## config.mk

```make
export PLATFORM = sky130hd
export DESIGN_NAME = xm23_alu
export DESIGN_NICKNAME = d
export VERILOG_FILES = /design/src/rtl/xm23_alu.sv
export SDC_FILE = /design/constraint.sdc
export NUM_CORES = 1
export LEC_CHECK = 0
export CORE_MARGIN = 2
export CORE_UTILIZATION = 35
export DETAILED_ROUTE_END_ITERATION = 7
export GPL_ROUTABILITY_DRIVEN = 0
export GPL_TIMING_DRIVEN = 1
export PLACE_DENSITY = 0.54
export SYNTH_ARGS = -nofsm -noshare
export SYNTH_HDL_FRONTEND = slang
export SYNTH_SLANG_ARGS = --single-unit
```

## constraint.sdc

```tcl
create_clock -name i_clk -period 0.99 [get_ports i_clk]
set_input_delay 0.198 -clock i_clk [delete_from_list [all_inputs] [get_ports i_clk]]
set_output_delay 0.198 -clock i_clk [all_outputs]
set_load 0.01 [all_outputs]
```

## src/rtl/xm23_alu.sv

```systemverilog
// XM23 ALU: one-cycle registered datapath for the arithmetic, BCD, logic, shift and byte ops.
// The PSW is recomputed every cycle, and only C, Z, N and V can change.
module xm23_alu (
  input  logic        i_clk,
  input  logic        i_rst,
  input  logic [15:0] i_d_bus,
  input  logic [15:0] i_s_bus,
  input  logic [5:0]  i_alu_op,
  input  logic [15:0] i_psw_in,
  input  logic        i_psw_update,
  output logic [15:0] o_alu_out,
  output logic [15:0] o_psw_out
);

  typedef enum logic [4:0] {
    OP_ADD  = 5'd0,  OP_ADDC = 5'd1,  OP_SUB  = 5'd2,  OP_SUBC = 5'd3,
    OP_DADD = 5'd4,  OP_CMP  = 5'd5,  OP_XOR  = 5'd6,  OP_AND  = 5'd7,
    OP_OR   = 5'd8,  OP_BIT  = 5'd9,  OP_BIC  = 5'd10, OP_BIS  = 5'd11,
    OP_MOV  = 5'd12, OP_SRA  = 5'd13, OP_RRC  = 5'd14, OP_SWPB = 5'd15,
    OP_SXT  = 5'd16
  } alu_op_e;

  alu_op_e     w_op;
  logic        w_byte;
  logic        w_cIn;
  logic        w_isSub;
  logic [15:0] w_addB;
  logic        w_addCin;
  logic [16:0] w_sumW;
  logic [8:0]  w_sumB;
  logic [15:0] w_addRes;
  logic        w_addC;
  logic        w_addV;
  logic [15:0] w_bcdRes;
  logic        w_bcdCarry;
  logic [4:0]  w_nibSum;
  logic [15:0] w_result;
  logic [15:0] w_flagRes;
  logic        w_c;
  logic        w_v;
  logic        w_z;
  logic        w_n;
  logic        w_updC;
  logic        w_updZN;
  logic        w_updV;
  logic        w_wordOnly;
  logic        w_byteFlags;
  logic [15:0] w_pswNext;
  logic [15:0] r_aluOut;
  logic [15:0] r_psw;

  // In byte mode the upper byte of D passes through untouched.
  function automatic logic [15:0] laneMerge(input logic byteMode, input logic [15:0] dHi,
                                            input logic [15:0] res);
    return byteMode ? {dHi[15:8], res[7:0]} : res;
  endfunction

  assign w_op   = alu_op_e'(i_alu_op[4:0]);
  assign w_byte = i_alu_op[5];
  assign w_cIn  = i_psw_in[0];

  always_comb begin
    w_isSub  = (w_op == OP_SUB) || (w_op == OP_SUBC) || (w_op == OP_CMP);
    w_addB   = w_isSub ? ~i_s_bus : i_s_bus;
    w_addCin = 1'b0;
    case (w_op)
      OP_ADDC, OP_SUBC: w_addCin = w_cIn;
      OP_SUB, OP_CMP:   w_addCin = 1'b1;
      default:          w_addCin = 1'b0;
    endcase
    w_sumW = {1'b0, i_d_bus} + {1'b0, w_addB} + {16'd0, w_addCin};
    w_sumB = {1'b0, i_d_bus[7:0]} + {1'b0, w_addB[7:0]} + {8'd0, w_addCin};
    if (w_byte) begin
      w_addRes = {i_d_bus[15:8], w_sumB[7:0]};
      w_addC   = w_sumB[8];
      w_addV   = (i_d_bus[7] == w_addB[7]) && (w_sumB[7] != i_d_bus[7]);
    end else begin
      w_addRes = w_sumW[15:0];
      w_addC   = w_sumW[16];
      w_addV   = (i_d_bus[15] == w_addB[15]) && (w_sumW[15] != i_d_bus[15]);
    end
  end

  // Ripple BCD adder; a corrected digit is sum-10, done here as +6 modulo 16.
  always_comb begin
    w_bcdRes   = i_d_bus;
    w_bcdCarry = w_cIn;
    w_nibSum   = 5'd0;
    for (int n = 0; n < 4; n++) begin
      if (!w_byte || n < 2) begin
        w_nibSum = {1'b0, i_d_bus[n*4 +: 4]} + {1'b0, i_s_bus[n*4 +: 4]} + {4'd0, w_bcdCarry};
        if (w_nibSum > 5'd9) begin
          w_bcdRes[n*4 +: 4] = w_nibSum[3:0] + 4'd6;
          w_bcdCarry         = 1'b1;
        end else begin
          w_bcdRes[n*4 +: 4] = w_nibSum[3:0];
          w_bcdCarry         = 1'b0;
        end
      end
    end
  end

  always_comb begin
    w_result   = i_d_bus;
    w_flagRes  = i_d_bus;
    w_c        = w_cIn;
    w_v        = i_psw_in[4];
    w_updC     = 1'b0;
    w_updZN    = 1'b0;
    w_updV     = 1'b0;
    w_wordOnly = 1'b0;
    case (w_op)
      OP_ADD, OP_ADDC, OP_SUB, OP_SUBC, OP_CMP: begin
        w_result  = (w_op == OP_CMP) ? i_d_bus : w_addRes;
        w_flagRes = w_addRes;
        w_c       = w_addC;
        w_v       = w_addV;
        w_updC    = 1'b1;
        w_updZN   = 1'b1;
        w_updV    = 1'b1;
      end
      OP_DADD: begin
        w_result  = w_bcdRes;
        w_flagRes = w_bcdRes;
        w_c       = w_bcdCarry;
        w_updC    = 1'b1;
        w_updZN   = 1'b1;
      end
      OP_XOR: begin
        w_result  = laneMerge(w_byte, i_d_bus, i_d_bus ^ i_s_bus);
        w_flagRes = w_result;
        w_updZN   = 1'b1;
      end
      OP_AND: begin
        w_result  = laneMerge(w_byte, i_d_bus, i_d_bus & i_s_bus);
        w_flagRes = w_result;
        w_updZN   = 1'b1;
      end
      OP_OR, OP_BIS: begin
        w_result  = laneMerge(w_byte, i_d_bus, i_d_bus | i_s_bus);
        w_flagRes = w_result;
        w_updZN   = 1'b1;
      end
      OP_BIT: begin
        w_flagRes = laneMerge(w_byte, i_d_bus, i_d_bus & i_s_bus);
        w_updZN   = 1'b1;
      end
      OP_BIC: begin
        w_result  = laneMerge(w_byte, i_d_bus, i_d_bus & ~i_s_bus);
        w_flagRes = w_result;
        w_updZN   = 1'b1;
      end
      OP_MOV: begin
        w_result  = laneMerge(w_byte, i_d_bus, i_s_bus);
      end
      OP_SRA, OP_RRC: begin
        if (w_byte)
          w_result = {i_d_bus[15:8], (w_op == OP_SRA) ? i_d_bus[7] : w_cIn, i_d_bus[7:1]};
        else
          w_result = {(w_op == OP_SRA) ? i_d_bus[15] : w_cIn, i_d_bus[15:1]};
        w_flagRes = w_result;
        w_c       = i_d_bus[0];
        w_updC    = 1'b1;
        w_updZN   = 1'b1;
      end
      OP_SWPB: begin
        w_result   = {i_d_bus[7:0], i_d_bus[15:8]};
        w_flagRes  = w_result;
        w_updZN    = 1'b1;
        w_wordOnly = 1'b1;
      end
      OP_SXT: begin
        w_result   = {{8{i_d_bus[7]}}, i_d_bus[7:0]};
        w_flagRes  = w_result;
        w_updZN    = 1'b1;
        w_wordOnly = 1'b1;
      end
      default: begin
        w_result = i_d_bus;
      end
    endcase
  end

  always_comb begin
    w_byteFlags = w_byte && !w_wordOnly;
    w_z         = w_byteFlags ? (w_flagRes[7:0] == 8'd0) : (w_flagRes == 16'd0);
    w_n         = w_byteFlags ? w_flagRes[7] : w_flagRes[15];
    w_pswNext   = i_psw_in;
    if (i_psw_update) begin
      if (w_updC) w_pswNext[0] = w_c;
      if (w_updZN) begin
        w_pswNext[1] = w_z;
        w_pswNext[2] = w_n;
      end
      if (w_updV) w_pswNext[4] = w_v;
    end
  end

  always_ff @(posedge i_clk or posedge i_rst) begin
    if (i_rst) begin
      r_aluOut <= 16'h0000;
      r_psw    <= 16'h0000;
    end else begin
      r_aluOut <= w_result;
      r_psw    <= w_pswNext;
    end
  end

  assign o_alu_out = r_aluOut;
  assign o_psw_out = r_psw;

endmodule

```

==> flow_metrics.env, run 1 <==
export IMPL_numCtsBuffers=5
export IMPL_fmax_ghz=0.1504
export IMPL_p_leak_uw=0.004520
export IMPL_io_pins=89
export IMPL_synthTopCellsByArea="ha_1 16%, dfrtp_1 15%, xnor2_1 5.2%, fa_1 3.7%, inv_1 3.5%"
export IMPL_fin_cells=1230
export IMPL_yosys_most_used_dff="dfrtp_1"
export IMPL_met2_length_mm=11.49
export IMPL_violations="setup timing"
export IMPL_period_minus_slack_ns=6.650
export IMPL_row_count=45
export IMPL_antenna_left=0
export IMPL_hold_path_class="input pin to asynchronous set/reset pin"
export IMPL_critPathLaunchType="input pin"
export IMPL_ir_drop_mv=0.9182
export IMPL_outcome="finished with violations"
export IMPL_dr_first_iter_drc_count=768
export IMPL_fin_nets=1175
export IMPL_htreeDepth=2
export IMPL_wl_met1_mm=10.37
export IMPL_tightest_slew_ns=0.6287
export IMPL_end_kind="flop"
export IMPL_drive_above_1_share_pct=47.02
export IMPL_synth_seq_area_share_pct=14.98
export IMPL_synthArstFlopShare_pct=100.0
export IMPL_portBuffers=88
export IMPL_synth_seq_cells=32
export IMPL_max_stage_delay_ns=0.59
export IMPL_synth_warning_count=0
export IMPL_power_uw=9666
export IMPL_drc_errors=0
export IMPL_syn2layout_area_growth_pct=78.65
export IMPL_crit_path_max_fanout=2
export IMPL_vias=7135
export IMPL_grt_pass1_wl_mm=39.32
export IMPL_rsz0062_at_grt="yes"
export IMPL_syn_cell_area_sq_mm=0.005344
export IMPL_overflow=0
export IMPL_via_per_inst=5.801
export IMPL_track_usage_pct=30.62
export IMPL_clkSlewWorstSetupHoldPaths_ns=0.05
export IMPL_drv_cap=0
export IMPL_crit_required_ns=1.18
export IMPL_drv_slew=0
export IMPL_synth_top_cell_area_share_pct=15.69
export IMPL_antenna_found_initial=0
export IMPL_syn_nets=797
export IMPL_syn_avg_cell_area_sq_um=8.060
export IMPL_hold_violations=0
export IMPL_final_core_util_pct=63.50
export IMPL_wl_per_cell_um=20.47
export IMPL_placed_cells=1183
export IMPL_start_util_pct=35.55
export IMPL_top_layer="met4"
export IMPL_slowest_stage="fa_2"
export IMPL_synth_top_area_cell="ha_1"
export IMPL_crit_path_frequent_cell="fa_2"
export IMPL_cts_hold_buf=0
export IMPL_root_buffer="clkbuf_16"
export IMPL_wirelength_mm=25.17
export IMPL_die_w_um=127.6
export IMPL_grt_max_degree=32
export IMPL_cts_tree="built"
export IMPL_syn_inst=663
export IMPL_setup_viol=23
export IMPL_crit_type="input pin to flop"
export IMPL_cts_sinks=32
export IMPL_die_h_um=127.6
export IMPL_ys_types=78
export IMPL_dr_pass1_iters=6
export IMPL_timing_final_ws_setup_ns=-5.660
export IMPL_maxSlewHeadroom_pct=57.76
export IMPL_clockBufferDepth=2
export IMPL_cellPowerDensity_mw_per_mm2=1012
export IMPL_crit_arrival_ns=6.84
export IMPL_diodes=0
export IMPL_synth_edff_count=0
export IMPL_place_worst_setup_slack_ns=-6.285
export IMPL_core_area_sq_mm=0.01503
export IMPL_die_area_sq_mm=0.01627
export IMPL_hpwl_mm=19.81
export IMPL_yosysMostFrequentCell="ha_1"
export IMPL_min_period_over_period_pct=671.7
export IMPL_met3_length_mm=2.230
export IMPL_synth_common_cells="67 x ha_1, 50 x inv_1, 49 x nor2_1"
export IMPL_grt_pass1_vias=7323
==> state kept, by name, indices dropped and copies added (netlist names) <==
signal,flops
o_psw_out,16
o_alu_out,16
==> cells in the final DEF, fill, tap and decap left out, drive strengths merged, types with 7 or more instances in the layout <==
| master | instances |
|---|---|
| buf | 354 |
| ha | 67 |
| nor2 | 50 |
| inv | 50 |
| clkdlybuf4s50 | 44 |
| nand2 | 37 |
| a21oi | 37 |
| o21ai | 34 |
| xnor2 | 33 |
| dfrtp | 32 |
| a22oi | 21 |
| nand3 | 19 |
| nor3 | 19 |
| a21o | 16 |
| nand2b | 12 |
| a222oi | 11 |
| a31oi | 11 |
| fa | 10 |
| nor4 | 10 |
| a221oi | 10 |
| o21a | 9 |
| or3 | 8 |
| a211oi | 8 |
| o211ai | 7 |
| and3 | 7 |
| mux2i | 7 |
| nor2b | 7 |
==> how the worst max path moves through the flow <==
stage,from,endpoint,slack [ns],depth (start not counted)
final,i_psw_in[0],o_psw_out[1],-5.66,30
after global routing,i_psw_in[0],o_psw_out[1],-5.87,30
after CTS,i_psw_in[0],o_psw_out[1],-5.63,30
after detailed placement,i_d_bus[0],o_psw_out[1],-6.28,31
after global placement,i_d_bus[0],o_psw_out[1],-6.05,30
after floorplan,i_d_bus[0],o_psw_out[1],-5.45,29
==> repair_timing <==
item	CTS	global route
pin swaps	57	29
setup endpoints to repair	52	28
gates cloned	1	0
gates resized for setup	268	31
buffers inserted	48	6
==> cells by family after synthesis <==
family	after synthesis	share of synthesized area, %
AO/OA/AOI/OAI	223	30.67
AND/OR/NAND/NOR	199	19.64
buffers and inverters	82	6.579
adder cells (fa/ha/maj)	77	19.43
XOR/XNOR	39	6.533
flip-flops	32	14.98
multiplexers	11	2.154
==> metrics by stage <==
step / TNS, ns / hold slack [ns] / instance area [sq um]
CTS: -68.96 / 0.09894 / 9452
global placement: -80.22 / 0.3780 / 8633
finish: -69.39 / 0.09936 / 9547
floorplan: -63.89 / 0.2294 / 5578
detailed placement: -83.03 / 0.3794 / 8633
global route: -72.12 / 0.1052 / 9547
==> power by group <==
part	internal, uW	total (uW)	switching [uW]
logic	3380	6460	3080
clock network	1180	1720	537
registers	1440	1480	40.2
==> final cells by class <==
| type | instances | area (sq um) |
|---|---|---|
| clock inverters | 2 | 35.03 |
| repair buffers | 402 | 3249 |
| flip-flops and latches | 32 | 800.8 |
| inverters | 50 | 187.7 |
| multi-input cells | 550 | 4910 |
| clock buffers | 6 | 128.9 |
| well taps | 188 | 235.2 |
| fillers | 1219 | 5487 |
==> critical path, delay by kind of cell <==
| family | cells | cell delay (ns) |
|---|---|---|
| buf+inv | 6 | 0.36 |
| compound gates | 12 | 2.56 |
| fa+ha+maj | 9 | 3.39 |
| simple gates | 3 | 0.33 |
==> metal layers <==
layer  up-vias  GRT usage, %
met5         -             0
met4         0         11.44
met3        88         4.271
met2       413         50.80
met1      3389         40.51
li1       3245             -
Power figures use the tool's default switching activity.
==> inputs of run 2 (changes only) <==
clock period = 6.75 ns   (was 0.99 ns; I/O delays follow)
==> run 2 against run 1 <==
Effect of this change:
- the flow still finishes with violations (setup timing)
- power fell by 87%
- utilization fell by 13 points
- final cell count fell by 17%
- sequential share of layout area rose by 2.2 points
- critical endpoint unchanged
- non-clock buffer count fell by 204
- sequential power fell by 85%
- combinational power fell by 89%
- clock-buffer cell count fell by 1
- largest cell class unchanged
==> flow_metrics.env, run 2 (synthesis results as in run 1) <==
export IMPL_finalSetupTns_ns=-4.888
export IMPL_drive_above_1_share_pct=22.46
export IMPL_violations="setup timing"
export IMPL_fmax_ghz=0.1275
export IMPL_max_stage_delay_ns=0.53
export IMPL_p_leak_uw=0.003296
export IMPL_timing_final_ws_setup_ns=-1.092
export IMPL_clockBufferDepth=2
export IMPL_fin_nets=970
export IMPL_via_per_inst=6.050
export IMPL_drv_cap=0
export IMPL_cts_sinks=32
export IMPL_syn2layout_area_growth_pct=40.93
export IMPL_internal_power_uw=737.8
export IMPL_grt_pass1_vias=6124
export IMPL_crit_path_max_fanout=2
export IMPL_final_cell_mix="104 x buf_4, 83 x clkdlybuf4s50_1, 65 x ha_1, 45 x inv_1, 44 x nor2_1"
export IMPL_antenna_left=0
export IMPL_die_w_um=127.6
export IMPL_track_usage_pct=26.85
export IMPL_clkSlewWorstSetupHoldPaths_ns=0.06
export IMPL_crit_type="input pin to flop"
export IMPL_ir_drop_mv=0.08155
export IMPL_htreeDepth=2
export IMPL_root_buffer="clkbuf_16"
export IMPL_crit_arrival_ns=8.02
export IMPL_power_uw=1211
export IMPL_swShare_pct=39.06
export IMPL_row_count=45
export IMPL_final_common_cell="buf_4"
export IMPL_core_area_sq_mm=0.01503
export IMPL_wirelength_mm=22.29
export IMPL_fillers=1409
export IMPL_numCtsBuffers=5
export IMPL_rsz0062_at_grt="yes"
export IMPL_hold_violations=0
export IMPL_outcome="finished with violations"
export IMPL_critPathLaunchType="input pin"
export IMPL_slowest_stage="fa_2"
export IMPL_vias=6201
export IMPL_dr_pass1_iters=6
export IMPL_seqPwrFrac_pct=17.9
export IMPL_crit_required_ns=6.93
export IMPL_regArea_sq_um=800.8
export IMPL_multi_input_area_sq_mm=0.004415
export IMPL_hpwl_mm=16.87
export IMPL_grt_max_degree=50
export IMPL_overflow=0
export IMPL_min_period_over_period_pct=116.2
export IMPL_combPwrFrac_pct=60.6
export IMPL_wl_per_cell_um=21.75
export IMPL_portBuffers=88
export IMPL_cts_tree="built"
export IMPL_drc_errors=0
export IMPL_crit_path_frequent_cell="fa_2"
export IMPL_start_util_pct=35.55
export IMPL_end_kind="flop"
export IMPL_period_minus_slack_ns=7.842
export IMPL_hold_path_class="input pin to asynchronous set/reset pin"
export IMPL_die_h_um=127.6
export IMPL_die_area_sq_mm=0.01627
export IMPL_maxSlewHeadroom_pct=32.13
export IMPL_io_pins=89
export IMPL_power_switching_uw=472.9
export IMPL_pwr_share_clk_pct=21.5
export IMPL_antenna_found_initial=0
export IMPL_dr_first_iter_drc_count=716
export IMPL_drv_slew=0
export IMPL_setup_viol=6
export IMPL_diodes=0
export IMPL_grt_pass1_wl_mm=33.90
export IMPL_cellPowerDensity_mw_per_mm2=160.8
export IMPL_tightest_slew_ns=1.011
-- run 2: changes by cell type in the layout (fill, tap and decap cells not counted), sizes merged --
| cell | before | now |
|---|---|---|
| clkbuf | 6 | 5 |
| buf | 354 | 113 |
| dlymetal6s2s | 2 | 0 |
| clkinvlp | 0 | 1 |
| nor3 | 19 | 18 |
| clkdlybuf4s50 | 44 | 83 |
-- run 2: per-layer routing --
layer | wire [um] | share of wire (%) | GRT usage (%)
met2 | 10220 | 46 | 42.62
met4 | 675 | 3.0 | 9.890
met3 | 2143 | 9.6 | 4.648
met1 | 9254 | 42 | 36.61
met5 | 0 | 0 | 0
-- run 2: worst paths after layout --
check | startpoint | end
setup / recovery | i_d_bus[0] | o_psw_out[1]
hold / removal | i_rst | o_alu_out[5]
max in group asynchronous | i_rst | o_alu_out[10]
min in group i_clk | i_psw_in[0] | o_psw_out[0]
-- run 2: cell type report --
class / count / area share [%]
multi-input combinational: 549 / 58.63
timing repair buffer: 198 / 22.89
tap: 188 / 3.123
inverter: 50 / 2.492
sequential: 32 / 10.63
clock inverter: 3 / 0.5649
clock buffer: 5 / 1.661
-- run 2: timing repair --
action	4_1_cts	5_1_grt
setup buffers	12	9
hold endpoints to repair	0	0
hold buffers	0	0
pin swaps	27	37
resized for setup	27	22
endpoints found under the setup margin	7	7
-- run 2: power by group through the flow --
| stage | logic [uW] | registers [uW] | clock network [uW] |
|---|---|---|---|
| after floorplan | 357 | 231 | 0 |
| after global placement | 628 | 220 | 0 |
| after detailed placement | 641 | 220 | 0 |
| after CTS | 676 | 217 | 267 |
| after global routing | 784 | 218 | 276 |
| final | 734 | 217 | 260 |
-- run 2: critical path: cells and delay by family --
kind            cells  cell delay, ns
fa+ha+maj           9            3.33
compound gates     10            2.17
simple gates        5            0.41
buf+inv             9            0.74
-- run 2: metrics by stage --
stage | cell area [sq um] | hold slack, ns | util, % | cells | setup slack, ns
after floorplan | 5435 | 1.381 | - | 663 | -0.8391
after global placement | 7059 | 1.767 | 46.96 | 996 | -1.594
after detailed placement | 7059 | 1.782 | 46.96 | 996 | -1.865
after CTS | 7361 | 1.479 | 48.96 | 1016 | -1.094
after global routing | 7531 | 1.491 | 50.10 | 1025 | -1.277
final | 7531 | 1.464 | 50.10 | 1025 | -1.092
